### src/rtl/eth_frame_gen.sv
// Ethernet II frame generator: preamble, SFD, fixed header, seeded pattern payload padded to 46 bytes, FCS, inter-frame gap.
// Latency: a start accepted at edge N puts the first preamble byte on gmii_txd after edge N+1. All outputs are registered.
// Backpressure: none. A start that arrives while busy is dropped, not queued.
module eth_frame_gen #(
    parameter logic [47:0] DST_MAC   = 48'hFF_FF_FF_FF_FF_FF,
    parameter logic [47:0] SRC_MAC   = 48'h00_0A_35_01_02_03,
    parameter logic [15:0] ETH_TYPE  = 16'h88B5,
    parameter int          IFG_BYTES = 12,
    parameter int          MAX_LEN   = 1500
) (
    input  logic        clk,
    input  logic        rst,
    input  logic        start,
    input  logic [10:0] payload_len,
    input  logic [7:0]  payload_seed,
    output logic        busy,
    output logic        done,
    output logic [7:0]  gmii_txd,
    output logic        gmii_tx_en,
    output logic        gmii_tx_er,
    output logic [15:0] frame_cnt
);

    localparam logic [2:0] S_IDLE = 3'd0;
    localparam logic [2:0] S_PRE  = 3'd1;
    localparam logic [2:0] S_SFD  = 3'd2;
    localparam logic [2:0] S_HDR  = 3'd3;
    localparam logic [2:0] S_PAY  = 3'd4;
    localparam logic [2:0] S_FCS  = 3'd5;
    localparam logic [2:0] S_IFG  = 3'd6;

    localparam logic [10:0]  MAX_L    = 11'(MAX_LEN);
    localparam logic [10:0]  MIN_L    = 11'd46;
    localparam logic [10:0]  IFG_LAST = 11'(IFG_BYTES - 1);
    localparam logic [111:0] HDR      = {DST_MAC, SRC_MAC, ETH_TYPE};

    logic [2:0]  state_q, state_d;
    logic [10:0] cnt_q, cnt_d;
    logic [10:0] len_q, len_d;        // effective frame payload length (after pad/clamp)
    logic [10:0] pat_q, pat_d;        // number of pattern bytes before zero padding
    logic [7:0]  seed_q, seed_d;
    logic [31:0] crc_q, crc_d;
    logic [7:0]  txd_q, txd_d;
    logic        tx_en_q, tx_en_d;
    logic        busy_q, busy_d;
    logic        done_q, done_d;
    logic [15:0] frame_cnt_q, frame_cnt_d;

    logic [7:0]  cur_byte;
    logic [10:0] clamp_len;
    logic        last;

    // Reflected CRC-32, one byte per call, LSB first.
    function automatic logic [31:0] crc_step(input logic [31:0] c, input logic [7:0] b);
        logic [31:0] r;
        r = c ^ {24'h0, b};
        for (int k = 0; k < 8; k++) begin
            r = r[0] ? ((r >> 1) ^ 32'hEDB8_8320) : (r >> 1);
        end
        return r;
    endfunction

    // Next-state, byte selection, CRC update and registered-output values.
    always_comb begin
        state_d     = state_q;
        cnt_d       = cnt_q;
        len_d       = len_q;
        pat_d       = pat_q;
        seed_d      = seed_q;
        crc_d       = crc_q;
        cur_byte    = 8'h00;
        tx_en_d     = 1'b0;
        done_d      = 1'b0;
        last        = 1'b0;
        clamp_len   = (payload_len > MAX_L) ? MAX_L : payload_len;

        case (state_q)
            S_IDLE: begin
                if (start) begin
                    state_d = S_PRE;
                    cnt_d   = 11'd0;
                    pat_d   = clamp_len;
                    len_d   = (clamp_len < MIN_L) ? MIN_L : clamp_len;
                    seed_d  = payload_seed;
                end
            end
            S_PRE: begin
                cur_byte = 8'h55;
                tx_en_d  = 1'b1;
                last     = (cnt_q == 11'd6);
            end
            S_SFD: begin
                cur_byte = 8'hD5;
                tx_en_d  = 1'b1;
                crc_d    = 32'hFFFF_FFFF;
                last     = 1'b1;
            end
            S_HDR: begin
                cur_byte = 8'(HDR >> (7'd104 - {cnt_q[3:0], 3'b000}));
                tx_en_d  = 1'b1;
                crc_d    = crc_step(crc_q, cur_byte);
                last     = (cnt_q == 11'd13);
            end
            S_PAY: begin
                cur_byte = (cnt_q < pat_q) ? (seed_q + cnt_q[7:0]) : 8'h00;
                tx_en_d  = 1'b1;
                crc_d    = crc_step(crc_q, cur_byte);
                last     = (cnt_q == 11'(len_q - 11'd1));
            end
            S_FCS: begin
                // crc_q is frozen here; the FCS is its inverse, low byte first
                cur_byte = 8'((~crc_q) >> {cnt_q[1:0], 3'b000});
                tx_en_d  = 1'b1;
                last     = (cnt_q == 11'd3);
            end
            S_IFG: begin
                last   = (cnt_q == IFG_LAST);
                done_d = last;
            end
            default: begin
                state_d = S_IDLE;
                cnt_d   = 11'd0;
            end
        endcase

        if (state_q != S_IDLE && state_q <= S_IFG) begin
            cnt_d = last ? 11'd0 : 11'(cnt_q + 11'd1);
            if (last) begin
                state_d = (state_q == S_IFG) ? S_IDLE : 3'(state_q + 3'd1);
            end
        end

        txd_d       = tx_en_d ? cur_byte : 8'h00;
        busy_d      = (state_q != S_IDLE) || (state_d != S_IDLE);
        frame_cnt_d = frame_cnt_q + {15'd0, done_d};
    end

    // State and output registers with synchronous reset.
    always_ff @(posedge clk) begin
        if (rst) begin
            state_q     <= S_IDLE;
            cnt_q       <= 11'd0;
            len_q       <= 11'd0;
            pat_q       <= 11'd0;
            seed_q      <= 8'h00;
            crc_q       <= 32'hFFFF_FFFF;
            txd_q       <= 8'h00;
            tx_en_q     <= 1'b0;
            busy_q      <= 1'b0;
            done_q      <= 1'b0;
            frame_cnt_q <= 16'h0000;
        end else begin
            state_q     <= state_d;
            cnt_q       <= cnt_d;
            len_q       <= len_d;
            pat_q       <= pat_d;
            seed_q      <= seed_d;
            crc_q       <= crc_d;
            txd_q       <= txd_d;
            tx_en_q     <= tx_en_d;
            busy_q      <= busy_d;
            done_q      <= done_d;
            frame_cnt_q <= frame_cnt_d;
        end
    end

    assign gmii_txd   = txd_q;
    assign gmii_tx_en = tx_en_q;
    assign gmii_tx_er = 1'b0;
    assign busy       = busy_q;
    assign done       = done_q;
    assign frame_cnt  = frame_cnt_q;

endmodule
### config.mk
export PLATFORM = sky130hd
export DESIGN_NAME = eth_frame_gen
export DESIGN_NICKNAME = d
export VERILOG_FILES = /design/src/rtl/eth_frame_gen.sv
export SDC_FILE = /design/constraint.sdc
export NUM_CORES = 1
export LEC_CHECK = 0
export ABC_AREA = 0
export BUFFER_PORTS_ARGS = -buffer_cell sky130_fd_sc_hd__buf_2
export CAP_MARGIN = 20
export CELL_PAD_IN_SITES_DETAIL_PLACEMENT = 0
export CELL_PAD_IN_SITES_GLOBAL_PLACEMENT = 2
export CORE_MARGIN = 2
export CORE_UTILIZATION = 40
export DETAILED_ROUTE_END_ITERATION = 8
export GPL_TIMING_DRIVEN = 0
export MAX_ROUTING_LAYER = met4
export PLACE_DENSITY_LB_ADDON = 0.12
export SLEW_MARGIN = 15
export SYNTH_ARGS = -nofsm -noshare
export SYNTH_HDL_FRONTEND = slang
export SYNTH_SLANG_ARGS = --single-unit
### constraint.sdc
create_clock -name clk -period 10.4 [get_ports clk]
set_input_delay 1.56 -clock clk [delete_from_list [all_inputs] [get_ports clk]]
set_output_delay 1.56 -clock clk [all_outputs]
set_load 0.02 [all_outputs]
[After elaboration in Yosys (flattened, before gate mapping)]
Cells that the tools add are included.
Operators by class
  add/subtract/negate cells: 6
  $lt $le $gt $ge: 4
  eq/ne operators: 13
  shifts and indexed selects: 2
  mux-type cells: 33
  bitwise gates (word level): 20
  reduce and logical (&&, ||, !) cells: 11
Operator list (number)
  $mux 32: 16
  $not 13->14: 16
  $shr 112x7->8 const A: 1
  $pmux 32 s3: 1
  $xor 32x8->32: 2
  $mux 11: 5
  $pmux 8 s5: 1
  $not 32->32: 1
  $shr 32x5->8: 1
  $eq 11x4->1 const B: 2
  $pmux 11 s2: 1
  $add 16x1->16: 1
  $mux 3: 4
  $add 11x1->11 const B: 1
  $eq 11x11->1: 1
  $eq 11x2->1 const B: 1
  $eq 11x3->1 const B: 1
  $gt 11x11->1 const B: 1
  $lt 11x11->1: 1
  $lt 11x6->1 const B: 1
  $sub 11x1->11 const B: 1
  $eq 3x3->1 const B: 3
  $reduce_bool 3->1: 3
  $add 8x8->8: 1
  other kinds (19): 22
Word-level totals
  bits in registers: 103
  input port bits: 22
  output and inout bits: 28

[Depth between registers and ports, before layout]
  depth after elaboration: 20
  mapped depth: 15
  depth with buffers taken out: 12

[Worst setup path after synthesis]
OpenSTA, ideal clock, no wires.
  path kind: register to register
  from: reg cnt_q[0]
  to: reg crc_q[19]
  arrival: 3214 ps
  path slack: 7072 ps
  cell stages (with the launch flop): 10
  buffers on the path: 0
  path through: dfxtp_1 > ha_1 > fa_1 > xor2_1 > xor3_1 > o21bai_1 > xnor2_1 > xnor3_1 > xnor2_1 > a21o_1
On the way
  word-level cells in the longest chain between the ends: 17
Ends and longest elaborated chain
  from (decl): RTL line 38  | logic [10:0] cnt_q, cnt_d;
  from (signal assigned): RTL line 154  | cnt_q <= cnt_d;
  $sub 7x7->7, or another cell as far along: RTL line 99  | cur_byte = 8'(HDR >> (7'd104 - {cnt_q[3:0], 3'b000}));
  $shr 112x7->8 or $mux 8 (tied branches): RTL line 99, 105
  $xor 32x8->32: RTL line 56  | r = c ^ {24'h0, b};
  $mux 32 (2 in series): RTL line 58  | r = r[0] ? ((r >> 1) ^ 32'hEDB8_8320) : (r >> 1);
  $not 13->14 (no line)
  $mux 32: RTL line 58
  $not 13->14 (no line)
  $mux 32 (2 in series): RTL line 58
  $not 13->14 (no line)
  $mux 32: RTL line 58
  $not 13->14 (no line)
  $mux 32: RTL line 58
  $not 13->14 (no line)
  $mux 32: RTL line 58
  $pmux 32 s3 (*): RTL line 77  | case (state_q)
  to (signal assigned): RTL line 158  | crc_q <= crc_d;
  to (decl): RTL line 42  | logic [31:0] crc_q, crc_d;
Mark *: on every way between the ends. The rest lies on a longest branch, timed or not.
A chain may end at the register's enable or synchronous reset.

[Final worst setup path]
  from: reg cnt_q[1]
  to: reg crc_q[23]
On the way
  word-level cells in the longest chain between the ends: 17
Ends and longest elaborated chain (RTL line)
  $sub 7x7->7 or $lt 11x11->1 (tied branches): 99, 105
  $shr 112x7->8 or $mux 8 (tied branches): 99, 105
  $xor 32x8->32: 56
  $mux 32: 58
  $not 13->14 (no line)
  $mux 32 (2 in series): 58
  $not 13->14 (no line)
  $mux 32: 58
  $not 13->14 (no line)
  $mux 32 (2 in series): 58
  $not 13->14 (no line)
  $mux 32: 58
  $not 13->14 (no line)
  $mux 32: 58
  $pmux 32 s3 (*): 77
Marks and branches as above.

==> run metrics <==
Seq. cell area=2062 µm²; Filler cells=1956; final slew viol count=0; FF+latch count, synth=103; Tmin final=4.490 ns; Die H=142.5 µm; clk sink count=103; clock power share=31.6%; Internal Power=684.9 µW; worst relative slew slack=23.53%; required time worst endpoint=10.65 ns; Area Growth Syn to Fin=10.37%; critical path type=flip-flop to flip-flop; combinational group share of total power=27.8%; synth top area cells=dfxtp_1 27%, xnor2_1 13%, xor2_1 7.1%, nor2_1 5.8%, ha_1 4.4%; Vias per Instance=5.497; total power=1.026 mW; antenna violations before repair=0; Synth Area in Compound Gates=18.64%; Sequential Power Share=40.6%; crit path max fanout=11; hold-critical path depth=2; largest family of logic cells by synthesized area=XOR/XNOR gates; Max IR drop VDD=0.00008654 V; syn_area_per_cell=8.119 µm²; Die X=142.5 µm; Remaining DRCs=0; synth cell count leaders=119 x nor2_1, 113 x xnor2_1, 103 x dfxtp_1, 82 x nand2_1, 62 x xor2_1; Clk Latency, worst-skew pair=0.36 ns; ys async rst share=0%; CTS H-tree depth=3; Worst path slowest cell=xnor2_1; most frequent cell after synthesis=nor2_1; Max Freq=222.7 MHz; nets@finish=1053; cts hold-fix bufs=0; Synthesis Warnings=0; post-synthesis simple-gate area fraction=18.57%; CTS Buf Count=9; Critical R2R Launch=cnt_q[1]; largest net degree at the start of global routing=17; first-pass GRT wire length=37340 µm; Max stage delay on crit path=0.86 ns; Bufs and invs on worst path=2; WP data arrival=4.74 ns; final hold violation count=0; max cap viols=0; period utilisation layout=43.17%; CTS tree=yes; io pins=50; GPL Wtd Cong=0.9154; Syn Inst Count=945; GRT Overall Usage=24.83%; RR Endpoint=crc_q[23]; first-pass iteration count of the detailed router=5; Reg clk slew, reported paths=0.08 ns; total gr overflow=0; multi-input logic area=5256 µm²; Synth top area share=26.88%; Hold Path Origin=pat_q[10]; Post-synth EDFFs=0; area of the die=20300 µm²; Crit path max-delay family=XOR/XNOR gates; Primary FF master, synth=dfxtp_1; clock tree buffer depth=2; CP Capture Type=flip-flop; net count after synthesis=995; cell area after synthesis=7672 µm²; leakage=3.220 nW; Least-Margin Pin Slew=1.139 ns; Final Skew=0.01231 ns; vias in the first global route=6302; wire length per cell=19.23 µm; Setup Viol. Count Final=0; starting density of the core=40.88%; Inserted Diodes=0; mux share of post-synthesis cell area=3.131%; post-synth top area cell=dfxtp_1; Initial DRC Count=422; cell chain of the critical path=clkbuf_1, inv_1, ha_1, nand2_1, a31oi_1, xnor2_1, xnor2_1, xor2_1, xnor2_1, nor2_1, nor4_1, a2bb2oi_1; via count=6816; Startpoint Class=flip-flop; Post-Synth Adder-Cell Area=4.664%; post-cts gate resize count=0; Root Buffer=clkbuf_16; Cell Rows=50; Hold EP=pat_q[10]; antenna-violating nets left=0; WL final=23850 µm; DPL Wire Length=18210 µm; Synth Area in XOR/XNOR=23.37%; NetSw=341.1 µW; RSZ-0062 raised after global routing=false; status=completed; PD cells=121.2 nW/µm²; Sw Ratio=33.24%; Setup Fix Bufs, Post-CTS=0; core box area=18770 µm²; post-synthesis sequential area ratio=26.88%; ratio of cells with drive above 1 in the final layout=8.847%; HP Class=flip-flop to flip-flop; synth unique cells=72; most used cell, CP=xnor2_1; port bufs=47; reg2reg setup slack=5.91 ns; TNS Setup=0 ns; r2r worst-path depth=12
state kept, by name, summed over array words and instances (netlist names):
| signal | cells |
|---|---|
| crc_q | 32 |
| frame_cnt | 16 |
| cnt_q | 11 |
| len_q | 11 |
| pat_q | 11 |
| gmii_txd | 8 |
| seed_q | 8 |
| state_q | 3 |
| busy | 1 |
| done | 1 |
| gmii_tx_en | 1 |
routing by layer:
layer | track usage, % | part of all wire [%] | vias to the layer above
met5 | - | 0 | -
met1 | 35.66 | 50 | 3230
met2 | 36.72 | 44 | 157
met3 | 4.172 | 4.8 | 23
met4 | 5.159 | 1.5 | 0
li1 | - | - | 3406
through the flow:
| step | hold WS, ns | util, % | worst slack [ns] | instances | cell area [µm²] |
|---|---|---|---|---|---|
| after floorplan | 0.4353 | - | 7.072 | 945 | 7672 |
| after global placement | 0.4470 | 43.69 | 5.845 | 1226 | 8200 |
| after detailed placement | 0.4508 | 43.73 | 5.952 | 1226 | 8207 |
| after CTS | 0.4612 | 45.12 | 5.911 | 1240 | 8468 |
| after global routing | 0.4841 | 45.12 | 5.552 | 1240 | 8468 |
| final | 0.4615 | 45.12 | 5.910 | 1240 | 8468 |
power by group through the flow:
stage          logic, mW  registers, mW  clock network (mW)
3_5_place_dp       0.281          0.426                   0
5_1_grt            0.311          0.419               0.346
6_report           0.285          0.417               0.324
3_3_place_gp       0.282          0.426                   0
2_1_floorplan      0.211          0.424                   0
4_1_cts            0.283          0.417               0.332
cell type report:
| cell class | instances | area share (%) |
|---|---|---|
| repair buffers | 47 | 2.778 |
| well taps | 234 | 3.457 |
| inverters | 27 | 1.197 |
| clock buffers | 9 | 2.660 |
| clock inverters | 5 | 0.4285 |
| plain buffers | 63 | 3.059 |
| multi-input cells | 752 | 62.07 |
| flip-flops and latches | 103 | 24.35 |
how the worst max path moves through the flow:
| stage | endpoint | slack [ns] | cells past startpoint | start |
|---|---|---|---|---|
| 2_1_floorplan | crc_q[19] | 7.07 | 9 | cnt_q[0] |
| 3_3_place_gp | crc_q[23] | 5.84 | 12 | cnt_q[1] |
| 3_5_place_dp | crc_q[23] | 5.95 | 12 | cnt_q[1] |
| 4_1_cts | crc_q[23] | 5.91 | 12 | cnt_q[1] |
| 5_1_grt | crc_q[23] | 5.55 | 12 | cnt_q[1] |
| 6_report | crc_q[23] | 5.91 | 12 | cnt_q[1] |
worst register-to-register path, cell delays in order, from the launching register on:
cell       delay [ns]
dfxtp_1          0.69
clkbuf_1         0.59
inv_1            0.14
ha_1             0.23
nand2_1          0.07
a31oi_1          0.14
xnor2_1          0.86
xnor2_1          0.41
xor2_1           0.29
xnor2_1          0.49
nor2_1           0.09
nor4_1           0.27
a2bb2oi_1        0.10
cell families after synthesis:
group | after synthesis
flops | 103
buf+inv | 90
xor+xnor | 187
compound gates | 216
fa+ha+maj | 28
mux | 14
simple gates | 306
other cells | 1
layout by cell type, fill, tap and decap left out, types with 27 or more instances in the layout:
master / n
dfxtp_1: 103
nor2_1: 119
a21oi_1: 61
clkbuf_1: 53
o21ai_0: 45
ha_1: 27
xnor2_1: 113
buf_2: 49
xor2_1: 62
nand2_1: 82
Power figures use the tool's default switching activity.
